--- config.mk ---
export PLATFORM = sky130hd
export DESIGN_NAME = mux4_rr_arbiter
export DESIGN_NICKNAME = d
export VERILOG_FILES = /design/src/rtl/mux_arb_pkg.sv /design/src/rtl/mux4_rr_arbiter_mux4x1.sv /design/src/rtl/mux4_rr_arbiter.sv
export SDC_FILE = /design/constraint.sdc
export NUM_CORES = 1
export LEC_CHECK = 0
export CAP_MARGIN = 20
export CORE_ASPECT_RATIO = 0.9
export CORE_MARGIN = 2
export CORE_UTILIZATION = 35
export CTS_CLUSTER_DIAMETER = 80
export DETAILED_ROUTE_END_ITERATION = 8
export PLACE_DENSITY = 0.58
export SLEW_MARGIN = 20
export SYNTH_ARGS = -nofsm -noshare
export SYNTH_HDL_FRONTEND = slang
export SYNTH_SLANG_ARGS = --single-unit
--- constraint.sdc ---
create_clock -name clk -period 1.6 [get_ports clk]
set_input_delay 0.48 -clock clk [delete_from_list [all_inputs] [get_ports clk]]
set_output_delay 0.48 -clock clk [all_outputs]
set_load 0.01 [all_outputs]
--- src/rtl/mux_arb_pkg.sv ---
// Shared definitions for the 4-channel round-robin mux arbiter:
// FSM state encoding, channel count and default hold limit.
package mux_arb_pkg;

    localparam int NCH          = 4;
    localparam int MAX_HOLD_DEF = 4;

    typedef enum logic {
        IDLE  = 1'b0,
        GRANT = 1'b1
    } state_e;

endpackage

--- src/rtl/mux4_rr_arbiter_mux4x1.sv ---
// Purely combinational 4:1 bit mux; {s1,s0} selects the channel driven onto z.
module mux4x1 (
    input  logic c0,
    input  logic c1,
    input  logic c2,
    input  logic c3,
    input  logic s1,
    input  logic s0,
    output logic z
);

    always_comb begin
        z = c0;
        case ({s1, s0})
            2'b00:   z = c0;
            2'b01:   z = c1;
            2'b10:   z = c2;
            2'b11:   z = c3;
            default: z = c0;
        endcase
    end

endmodule

--- src/rtl/mux4_rr_arbiter.sv ---
// Round-robin arbiter owning a 4:1 mux; each owner keeps the select for at most
// MAX_HOLD consecutive cycles, and the muxed bit is registered with a valid flag.
module mux4_rr_arbiter
    import mux_arb_pkg::*;
#(
    parameter int MAX_HOLD = MAX_HOLD_DEF
) (
    input  logic           clk,
    input  logic           rst,
    input  logic [NCH-1:0] req,
    input  logic [NCH-1:0] c,
    output logic [NCH-1:0] gnt,
    output logic           s1,
    output logic           s0,
    output logic           z,
    output logic           z_valid
);

    localparam logic [3:0] HOLD_LAST = 4'(MAX_HOLD - 1);
    localparam logic [3:0] HOLD_SAT  = 4'(MAX_HOLD);

    // First requester strictly after 'last', wrapping; 'last' itself is tried last.
    function automatic logic [1:0] rr_pick(input logic [NCH-1:0] r, input logic [1:0] last);
        logic [1:0] idx;
        logic       found;
        rr_pick = last;
        found   = 1'b0;
        for (int k = 1; k <= NCH; k++) begin
            idx = last + 2'(k);
            if (!found && r[idx]) begin
                rr_pick = idx;
                found   = 1'b1;
            end
        end
    endfunction

    state_e         state_q, state_d;
    logic [NCH-1:0] gnt_q, gnt_d;
    logic [1:0]     sel_q, sel_d;
    logic [1:0]     ptr_q, ptr_d;
    logic [3:0]     hold_q, hold_d;
    logic           z_q, z_d;
    logic           zv_q, zv_d;
    logic           mux_z;
    logic [1:0]     winner;
    logic           release_now;

    mux4x1 u_mux (
        .c0 (c[0]),
        .c1 (c[1]),
        .c2 (c[2]),
        .c3 (c[3]),
        .s1 (sel_q[1]),
        .s0 (sel_q[0]),
        .z  (mux_z)
    );

    assign winner      = rr_pick(req, ptr_q);
    // While in GRANT the owner is always the channel recorded in ptr_q.
    assign release_now = (state_q == GRANT) && (!req[ptr_q] || (hold_q == HOLD_LAST));

    always_comb begin
        state_d = state_q;
        gnt_d   = gnt_q;
        sel_d   = sel_q;
        ptr_d   = ptr_q;
        hold_d  = hold_q;
        z_d     = mux_z;
        zv_d    = |gnt_q;
        case (state_q)
            IDLE: begin
                if (|req) begin
                    state_d = GRANT;
                    gnt_d   = 4'b0001 << winner;
                    sel_d   = winner;
                    ptr_d   = winner;
                    hold_d  = 4'd0;
                end
            end
            GRANT: begin
                if (release_now) begin
                    if (|req) begin
                        gnt_d  = 4'b0001 << winner;
                        sel_d  = winner;
                        ptr_d  = winner;
                        hold_d = 4'd0;
                    end else begin
                        state_d = IDLE;
                        gnt_d   = '0;
                    end
                end else if (hold_q != HOLD_SAT) begin
                    hold_d = hold_q + 4'd1;
                end
            end
            default: begin
                state_d = IDLE;
                gnt_d   = '0;
            end
        endcase
    end

    always_ff @(posedge clk) begin
        if (rst) begin
            state_q <= IDLE;
            gnt_q   <= '0;
            sel_q   <= 2'd0;
            ptr_q   <= 2'd3;
            hold_q  <= 4'd0;
            z_q     <= 1'b0;
            zv_q    <= 1'b0;
        end else begin
            state_q <= state_d;
            gnt_q   <= gnt_d;
            sel_q   <= sel_d;
            ptr_q   <= ptr_d;
            hold_q  <= hold_d;
            z_q     <= z_d;
            zv_q    <= zv_d;
        end
    end

    assign gnt     = gnt_q;
    assign s1      = sel_q[1];
    assign s0      = sel_q[0];
    assign z       = z_q;
    assign z_valid = zv_q;

endmodule

==> flow_metrics.py, run 1 <==
metrics = {
    "clock_tree": {
        "clkLatencyLatePin_ns": 0.29,
        "cts_tree": "built",
        "cts-root-buf": "clkbuf_4",
        "clk_pin_slew_ns": 0.09,
        "htreeDepth": 1,
        "cts_sinks": 15,
        "cts_buffers": 3,
        "cts.path.max_buffers": 2,
        "cts_hold_buf": 0,
    },
    "setup_path": {
        "critPathCaptureType": "register",
        "worstSetupStartpointType": "input pin",
        "crit_type": "in2reg",
        "slowest_stage": "or3_4",
        "crit_chain": "dlygate4sd2_1 -> mux2i_4 -> nor2_1 -> a211o_1 -> or3_4 -> o2bb2ai_1",
        "max_stage_delay_ns": 0.34,
        "arrival_ns": 1.80,
        "reg2reg_slack_ns": 0.04,
        "worstPathRequired_ns": 1.82,
        "worst-path-max-fanout": 5,
    },
    "final_layout": {
        "drive_gt1_share_pct": 25.42,
        "final_cell_mix": "12 x dfxtp_1, 11 x buf_4, 10 x nand2_1, 9 x dlygate4sd2_1",
        "diodes": 0,
        "finish.instance_area_sq_mm": 0.001069,
        "area_delta_synth_final_pct": 39.31,
        "final_common_cell": "dfxtp_1",
        "nNetsFinal": 131,
    },
    "yosys": {
        "syn_inst": 88,
        "syn-num-nets": 100,
        "seq_area_frac_synth_pct": 39.15,
        "yosys_warnings": 0,
        "post_synth_num_cell_types": 30,
        "avgSynthCellArea_sq_um": 8.716,
        "synth_area_sq_um": 767.0,
        "synth_area_leader_cell": "dfxtp_1",
        "yosysTopAreaCellShare_pct": 39.15,
        "ys_top_cells_by_area": "dfxtp_1 39%, a21oi_1 5.9%, nand2_1 4.9%",
        "synth-seq-cells": 15,
    },
    "placement": {
        "gp_congestion": 0.7495,
        "dpl_cell_area_sq_mm": 0.001039,
        "dp_slack_ns": -0.5626,
        "dp_hpwl_mm": 1.316,
        "portBuffers": 17,
    },
    "global_route": {
        "grt_usage_pct": 15.14,
        "antenna_found_initial": 0,
        "grt_pass1_vias": 681,
        "grt_max_degree": 11,
        "gr-total-overflow": 0,
        "grt_first_pass_wirelength_mm": 2.870,
    },
    "power": {
        "netSwitchingFraction_pct": 31.72,
        "netSwitchingPower_uw": 331.5,
        "seqPwrFrac_pct": 45.0,
        "power.total_mw": 1.045,
        "p_int_uw": 713.5,
        "p_clk_share_pct": 21.3,
        "pwr-share-comb_pct": 33.7,
        "ir_worst_vdd_v": 0.0006595,
        "p_per_area_mw_per_mm2": 978.0,
        "p_leak_nw": 0.4456,
    },
    "timing": {
        "min_period_ns": 1.584,
        "final_max_slew_viol_count": 0,
        "setup_viol": 0,
        "layout_setup_ws_ns": 0.01572,
        "post-route-period-util_pct": 99.02,
        "max_freq_mhz": 631.2,
        "hold_violations": 0,
        "skew_ns": 0.004253,
        "rsz0062_at_grt": "yes",
        "holdWs_ns": 0.4876,
        "worst_pin_slew_ns": 0.4203,
        "relSlewSlack_pct": 71.72,
        "tns_ns": 0,
    },
    "job": {
        "drv_cap": 0,
    },
    "floorplanning": {
        "die_area_sq_mm": 0.002582,
        "rows": 16,
        "pin_count": 18,
        "coreArea_sq_mm": 0.002122,
        "start_util_pct": 36.14,
        "die-height_um": 48.41,
        "die_w_um": 53.35,
    },
    "routing": {
        "finalWirelength_mm": 1.731,
        "drc_errors": 0,
        "vias_per_cell": 5.241,
        "final_antenna_net_count": 0,
        "wl_per_cell_um": 11.94,
        "first_pass_iters": 4,
        "dr_total_vias": 760,
        "drtIter0Drc": 8,
    },
    "outcome": {
        "status": "completed",
    },
    "hold_path": {
        "hp-class": "reg2reg",
    },
}
## per-layer routing
layer,track usage (%),part of all wire (%),routed length (um),vias to the layer above
met5,0,0,0,-
met4,5.128,0.87,15,0
met3,6.481,4.1,71,2
met2,20.78,43,747,15
met1,21.09,52,896,363
li1,-,-,-,380
## final timing paths
kind              from         to  cells past startpoint
max             req[3]     gnt[2]                      6
min          hold_q[0]  hold_q[0]                      2
max reg2reg   ptr_q[1]     gnt[2]                      5
min reg2reg  hold_q[0]  hold_q[0]                      2
## state kept, by name (all words and copies together), names as in the netlist
signal and cells:
gnt 4, sel_q 2, z_valid 1, hold_q 4, z 1, ptr_q 2
state_q 1
## power by group through the flow
stage,Sequential (mW),Clock (mW),Combinational [mW]
after floorplan,0.478,0,0.189
after global placement,0.477,0,0.372
after detailed placement,0.476,0,0.373
after CTS,0.470,0.237,0.351
after global routing,0.480,0.256,0.388
final,0.470,0.223,0.352
## synthesized netlist by cell type
cell type  instances
nand2_1           10
mux2i_2            1
a21o_1             1
or3_4              1
a32oi_1            1
nand3_1            3
a31oi_1            2
dfxtp_1           15
nor2_1            10
ha_1               2
buf_6              1
o21ai_0            4
clkbuf_1           1
nor3_1             2
inv_1              5
or4_1              2
nor3b_1            1
nand2b_1           2
a32o_1             2
mux4_2             1
o2bb2ai_1          2
o22a_1             1
nor4_1             2
o31a_1             1
mux2i_4            1
o22ai_2            1
a211o_1            1
nor2b_1            2
nand3b_1           1
a21oi_1            9
## final cells by class
cell class	count	area (sq um)
inverters	5	18.77
flip-flops and latches	15	306.5
clock inverters	1	7.507
clock buffers	3	22.52
fillers	224	1054
repair buffers	28	231.5
multi-input cells	66	447.9
well taps	27	33.78
## through the flow
step                util, %  std cells
floorplan                 -         88
global placement      48.94        141
detailed placement    48.94        141
CTS                   49.94        145
global route          50.35        145
finish                50.35        145
## cells by family (layout without fill, tap and decap cells)
| family | count (synthesis) | in the layout | share of synthesized area [%] |
|---|---|---|---|
| simple gates | 36 | 36 | 23.33 |
| compound gates | 25 | 25 | 22.19 |
| flops | 15 | 15 | 39.15 |
| buf+inv | 7 | 37 | 4.404 |
| mux | 3 | 3 | 7.666 |
| fa+ha+maj | 2 | 2 | 3.262 |
## critical path: cells and delay by family
family          cells  cell delay [ns]
simple gates        2             0.40
buf+inv             1             0.30
compound gates      2             0.43
mux                 1             0.19
## timing repair
| item | CTS | global route |
|---|---|---|
| setup buffers | 0 | 0 |
| gates resized for setup | 15 | 11 |
| pin swaps | 0 | 1 |
| gates cloned | 0 | 0 |
| endpoints found under the setup margin | 19 | 7 |
No activity file was read; power rests on OpenSTA's default activity.
==> inputs of run 2 (changes only) <==
--- a/config.mk
+++ b/config.mk
@@ -5,13 +5,14 @@
 export SDC_FILE = /design/constraint.sdc
 export NUM_CORES = 1
 export LEC_CHECK = 0
+export ABC_AREA = 1
 export CAP_MARGIN = 20
 export CORE_ASPECT_RATIO = 0.9
 export CORE_MARGIN = 2
-export CORE_UTILIZATION = 35
+export CORE_UTILIZATION = 45
 export CTS_CLUSTER_DIAMETER = 80
 export DETAILED_ROUTE_END_ITERATION = 8
-export PLACE_DENSITY = 0.58
+export PLACE_DENSITY = 0.69
 export SLEW_MARGIN = 20
 export SYNTH_ARGS = -nofsm -noshare
 export SYNTH_HDL_FRONTEND = slang
==> run 2 against run 1 <==
Register-to-register slack improved by 0.03 ns. Highest routed layer unchanged. Clock-buffer cell count did not move. Utilization increased by 22 points. Fmax increased by 3.8%. Global-route usage is 5.1 points higher. Largest power group is now combinational cells. Largest cell class unchanged. Critical path depth increased by 5.
==> flow_metrics.py, run 2 <==
metrics = {
    "floorplanning": {
        "start_util_pct": 48.59,
        "die-height_um": 47.55,
        "die_area_sq_mm": 0.002491,
        "coreArea_sq_mm": 0.001952,
        "pin_count": 18,
        "die_w_um": 52.39,
        "rows": 15,
    },
    "yosys": {
        "seq_area_frac_synth_pct": 31.66,
        "synth_area_sq_um": 948.4,
        "synth-edff-count": 0,
        "synth_fa_ha_area_share_pct": 2.639,
        "ys.flop_type": "dfxtp_1",
        "synth-seq-cells": 15,
        "post_synth_num_cell_types": 22,
        "async_flop_share_pct": 0,
        "syn-num-nets": 161,
        "yosys.area_share.xor_xnor_pct": 1.847,
        "synth.most_common_cell": "nand2_1",
        "muxShareOfSynthArea_pct": 0,
        "yosysTopAreaCellShare_pct": 31.66,
        "synth_area_leader_cell": "dfxtp_1",
        "syn_inst": 149,
        "ys_top_cells_by_area": "dfxtp_1 32%, nand2_1 19%, inv_1 7.5%",
        "avgSynthCellArea_sq_um": 6.365,
        "synth-simple-area-share_pct": 42.48,
        "synth_common_cells": "48 x nand2_1, 19 x inv_1, 16 x nor2_1",
        "synth_compound_area_share_pct": 10.69,
        "yosys_warnings": 0,
        "synth_top_family_by_area": "simple AND/OR/NAND/NOR gates",
    },
    "placement": {
        "place_inst": 202,
        "dp_hpwl_mm": 1.657,
        "portBuffers": 17,
        "gp_congestion": 0.8576,
    },
    "routing": {
        "dr_total_vias": 1027,
        "drc_errors": 0,
        "wl_per_cell_um": 11.22,
        "drtIter0Drc": 25,
        "first_pass_iters": 4,
        "vias_per_cell": 4.890,
        "finalWirelength_mm": 2.357,
        "final_antenna_net_count": 0,
    },
    "timing": {
        "final_max_slew_viol_count": 0,
        "skew_ns": 0.003483,
        "setup_viol": 0,
        "hold_violations": 0,
        "relSlewSlack_pct": 84.00,
        "max_freq_mhz": 655.0,
        "tns_ns": 0,
        "rsz0062_at_grt": "yes",
        "worst_pin_slew_ns": 0.2400,
        "post-route-period-util_pct": 95.43,
        "min_period_ns": 1.527,
    },
    "setup_path": {
        "cp_num_buf_inv": 1,
        "worstPathRequired_ns": 1.83,
        "crit_type": "reg2reg",
        "arrival_ns": 1.76,
        "critPathCaptureType": "register",
        "max_stage_delay_ns": 0.37,
        "crit_chain": "buf_8 -> nand2_4 -> nand2_4 -> nand2_4 -> nand2_4 -> or2_0 -> nand3_1 -> nand2_2 -> nor2_2 -> nor2_1 -> nor2_1",
        "worst-path-max-fanout": 8,
        "crit_top_cell": "nand2_4",
        "worstSetupStartpointType": "register",
        "slowest_stage": "dfxtp_4",
        "path_delay_family": "simple AND/OR/NAND/NOR gates",
    },
    "power": {
        "p_leak_nw": 0.7031,
        "ir_worst_vdd_v": 0.001383,
        "p_per_area_mw_per_mm2": 2002,
        "power.total_mw": 2.835,
    },
    "clock_tree": {
        "cts_hold_buf": 0,
        "clkLatencyLatePin_ns": 0.28,
        "cts_sinks": 15,
        "cts.path.max_buffers": 2,
        "htreeDepth": 1,
        "cts-root-buf": "clkbuf_4",
        "clk_pin_slew_ns": 0.09,
        "cts_tree": "built",
        "cts_buffers": 3,
    },
    "global_route": {
        "grt_usage_pct": 20.20,
        "antenna_found_initial": 0,
        "grt_first_pass_wirelength_mm": 3.767,
        "grt_max_degree": 10,
        "grt_pass1_vias": 924,
        "gr-total-overflow": 0,
    },
    "final_layout": {
        "final_common_cell": "nand2_1",
        "fin_cells": 210,
        "area_delta_synth_final_pct": 49.34,
        "final_cell_mix": "37 x nand2_1, 18 x inv_1, 17 x buf_4, 13 x nor2_1, 12 x dlygate4sd2_1",
        "nNetsFinal": 198,
        "fin_util_pct": 72.56,
        "diodes": 0,
        "drive_gt1_share_pct": 32.43,
    },
    "job": {
        "drv_cap": 0,
    },
    "outcome": {
        "status": "completed",
    },
    "hold_path": {
        "hp-class": "reg2reg",
    },
}
==> run 2: cell count changes in the layout (fill, tap and decap cells not counted), sizes merged, moves of 3 or more <==
cell | previous run | this run
nor2 | 10 | 18
a211oi | 0 | 3
dlygate4sd2 | 9 | 12
inv | 5 | 21
buf | 11 | 18
nand2 | 10 | 54
o211ai | 0 | 3
nand3 | 3 | 14
==> run 2: logic make-up (layout without fill, tap and decap cells) <==
| logic type | Yosys count | in the layout |
|---|---|---|
| simple gates | 89 | 89 |
| buf+inv | 24 | 60 |
| compound gates | 17 | 17 |
| flops | 15 | 15 |
| fa+ha+maj | 2 | 2 |
| xor+xnor | 2 | 2 |
==> run 2: path summary, 6_finish.rpt <==
check             startpoint      to  slack [ns]  cells after the start
setup / recovery    ptr_q[0]  gnt[1]        0.07                     11
hold / removal        gnt[3]  gnt[3]        0.49                      2
setup reg to reg    ptr_q[0]  gnt[1]        0.07                     11
hold reg to reg       gnt[3]  gnt[3]        0.49                      2
==> run 2: final cells by class <==
type	count	area, sq um
flip-flops and latches	15	309.0
inverters	21	81.33
repair buffers	35	297.8
clock buffers	3	22.52
clock inverters	1	5.005
well taps	25	31.28
multi-input cells	110	669.4
fillers	176	535.5
==> run 2: stage by stage <==
| stage | cell area [sq um] | hold slack, ns | setup slack, ns |
|---|---|---|---|
| 2_1_floorplan | 948.4 | 0.4521 | 0.1187 |
| 3_3_place_gp | 1232 | 0.4683 | -0.4138 |
| 3_5_place_dp | 1232 | 0.4751 | -0.4429 |
| 4_1_cts | 1286 | 0.4866 | 0.02351 |
| 5_1_grt | 1416 | 0.5230 | -0.07875 |
| 6_report | 1416 | 0.4852 | 0.07318 |
==> run 2: metal layers <==
metal	share of wire, %	vias up	track usage, %
li1	-	543	-
met1	48	460	26.19
met2	48	21	35.50
met3	4.0	3	4.688
met4	0.47	0	3.077
met5	0	-	0
==> run 2: timing repair <==
action,CTS,global route
setup buffers,2,3
resized for setup,21,34
setup endpoints to repair,20,12
pin swaps,9,17
==> run 2: report_power, final <==
group	leakage, nW	internal, mW	total (mW)	switching (mW)
clock network	0.0177	0.0929	0.219	0.126
registers	0.125	0.516	0.609	0.0933
logic	0.561	0.827	2.01	1.18
total	0.703	1.44	2.84	1.40
==> run 2: worst reg2reg max path: stages (launching register included) <==
cell and delay [ns]:
dfxtp_4 0.37, buf_8 0.15, nand2_4 0.08, nand2_4 0.07, nand2_4 0.09, nand2_4 0.07
or2_0 0.21, nand3_1 0.10, nand2_2 0.09, nor2_2 0.12, nor2_1 0.04, nor2_1 0.08
==> inputs of run 3 (changes only) <==
--- a/config.mk
+++ b/config.mk
@@ -5,14 +5,15 @@
 export SDC_FILE = /design/constraint.sdc
 export NUM_CORES = 1
 export LEC_CHECK = 0
-export ABC_AREA = 1
+export ABC_AREA = 0
 export CAP_MARGIN = 20
 export CORE_ASPECT_RATIO = 0.9
 export CORE_MARGIN = 2
-export CORE_UTILIZATION = 45
+export CORE_UTILIZATION = 53
 export CTS_CLUSTER_DIAMETER = 80
 export DETAILED_ROUTE_END_ITERATION = 8
-export PLACE_DENSITY = 0.69
+export DONT_BUFFER_PORTS = 1
+export PLACE_DENSITY = 0.67
 export SLEW_MARGIN = 20
 export SYNTH_ARGS = -nofsm -noshare
 export SYNTH_HDL_FRONTEND = slang
==> run 3 against run 2 <==
Register-to-register slack worse by 0.03 ns. Sequential power fell by 20%. Flip-flop and latch count unchanged. Design area decreased by 38%. Worst setup slack lost 0.034 ns. Critical path type unchanged. Sequential share of layout area increased by 13 points. Power down 66%. Fmax down 2.2%. Die area shrank 29%. Clock power is essentially flat.
==> flow_metrics.py, run 3 (synthesized netlist as in run 1, its figures left out) <==
metrics = {
    "outcome": {
        "status": "completed",
    },
    "final_layout": {
        "drive_gt1_share_pct": 21.21,
        "diodes": 0,
        "final_cell_mix": "13 x dfxtp_1, 10 x nand2_1, 10 x nor2_1, 9 x a21oi_1, 9 x buf_4",
        "finish.instance_area_sq_um": 875.8,
        "area_delta_synth_final_pct": 14.19,
        "nNetsFinal": 112,
        "multi_input_comb_area_sq_um": 435.4,
        "num-fill-cells": 139,
        "final_common_cell": "dfxtp_1",
        "seq_area_sq_um": 305.3,
    },
    "global_route": {
        "grt_pass1_vias": 597,
        "antenna_found_initial": 0,
        "grt_max_degree": 15,
        "gr-total-overflow": 0,
        "grt_usage_pct": 19.92,
        "grt_first_pass_wirelength_mm": 2.490,
    },
    "clock_tree": {
        "clk_pin_slew_ns": 0.09,
        "cts_sinks": 15,
        "cts_buffers": 3,
        "cts_tree": "built",
        "clkLatencyLatePin_ns": 0.29,
        "cts.path.max_buffers": 2,
        "cts-root-buf": "clkbuf_4",
        "htreeDepth": 1,
    },
    "routing": {
        "first_pass_iters": 4,
        "final_antenna_net_count": 0,
        "dr_total_vias": 681,
        "drtIter0Drc": 17,
        "vias_per_cell": 5.974,
        "drc_errors": 0,
        "wl_per_cell_um": 13.62,
        "finalWirelength_mm": 1.553,
    },
    "setup_path": {
        "crit_chain": "mux2i_4 -> nor2_1 -> a211o_1 -> or3_4 -> o31a_1",
        "arrival_ns": 1.74,
        "max_stage_delay_ns": 0.39,
        "worst-path-max-fanout": 3,
        "slowest_stage": "dfxtp_4",
        "critPathCaptureType": "register",
        "worstPathRequired_ns": 1.78,
        "r2r_cells": 5,
        "r2r_start": "ptr_q[1]",
        "reg2reg_slack_ns": 0.04,
        "worstSetupStartpointType": "register",
        "r2r-end": "ptr_q[0]",
        "crit_type": "reg2reg",
    },
    "hold_path": {
        "hp-class": "in2reg",
        "hold_depth": 1,
        "hold-path-endpoint": "hold_q[1]",
        "hold_start": "rst",
    },
    "timing": {
        "final_max_slew_viol_count": 0,
        "min_period_ns": 1.561,
        "setup_viol": 0,
        "relSlewSlack_pct": 81.15,
        "rsz0062_at_grt": "yes",
        "skew_ns": 0.006679,
        "tns_ns": 0,
        "post-route-period-util_pct": 97.56,
        "hold_violations": 0,
        "max_freq_mhz": 640.6,
        "worst_pin_slew_ns": 0.2817,
    },
    "job": {
        "drv_cap": 0,
    },
    "floorplanning": {
        "pin_count": 18,
        "die_area_sq_mm": 0.001768,
        "start_util_pct": 54.83,
        "coreArea_sq_mm": 0.001399,
        "die_w_um": 44.10,
        "die-height_um": 40.09,
        "rows": 13,
    },
    "power": {
        "ir_worst_vdd_v": 0.0007017,
        "p_leak_nw": 0.3393,
        "p_per_area_mw_per_mm2": 1097,
    },
    "placement": {
        "portBuffers": 0,
        "dp_hpwl_mm": 1.144,
        "gp_congestion": 0.8456,
        "dpl_cell_area_sq_um": 830.8,
    },
}
[run 3: power by group]
| part | total, mW | leakage [nW] | switching, mW | internal (mW) |
|---|---|---|---|---|
| Combinational | 0.253 | 0.201 | 0.114 | 0.139 |
| Sequential | 0.486 | 0.124 | 0.0607 | 0.425 |
| Clock | 0.222 | 0.0139 | 0.127 | 0.0952 |
[run 3: worst max path at each step]
stage          depth (start not counted)  startpoint       end
6_report                               5    ptr_q[1]  ptr_q[0]
3_5_place_dp                           5    ptr_q[1]  ptr_q[0]
4_1_cts                                5    ptr_q[1]  ptr_q[0]
2_1_floorplan                          4      req[1]    gnt[3]
3_3_place_gp                           5    ptr_q[1]  ptr_q[0]
5_1_grt                                5    ptr_q[1]  ptr_q[0]
[run 3: cell type report]
cell class,instances,share of cell area [%]
Clock buffer,3,2.571
Inverter,5,2.143
Clock inverter,1,0.8571
Timing Repair Buffer,9,7.714
Tap cell,15,2.143
Multi-Input combinational cell,66,49.71
Sequential cell,15,34.86
[run 3: repair_timing]
action / in CTS / in global routing
hold endpoints to repair: 0 / 0
gates cloned: 0 / 0
setup buffers: 0 / 1
hold buffers: 0 / 0
pin swaps: 0 / 1
setup endpoints to repair: 3 / 4
gates resized for setup: 1 / 3
[run 3: per-layer routing]
layer | vias to the layer above | global-route usage [%] | routed length (um)
met3 | 2 | 8.559 | 99
li1 | 345 | - | -
met1 | 317 | 25.82 | 741
met4 | 0 | 4.545 | 10
met2 | 17 | 30.88 | 703
met5 | - | 0 | 0
[run 3: per-stage QoR]
stage          setup slack, ns  utilization [%]  hold WS, ns  power [mW]  cells
2_1_floorplan         0.003968                -       0.4624      0.6669     88
4_1_cts               0.001468            61.63       0.2356      0.9633    113
5_1_grt               -0.03445            62.61       0.2259       1.029    114
6_report               0.03898            62.61       0.2403      0.9609    114
3_3_place_gp          -0.04955            59.39       0.5036      0.7333    109
3_5_place_dp          -0.06533            59.39       0.5078      0.7356    109
[run 3: worst max-delay path, delay by kind of cell, from the launching register on]
kind,cells,cell delay (ns)
multiplexers,1,0.25
AND/OR/NAND/NOR,2,0.42
AO/OA/AOI/OAI,2,0.40
flip-flops,1,0.39
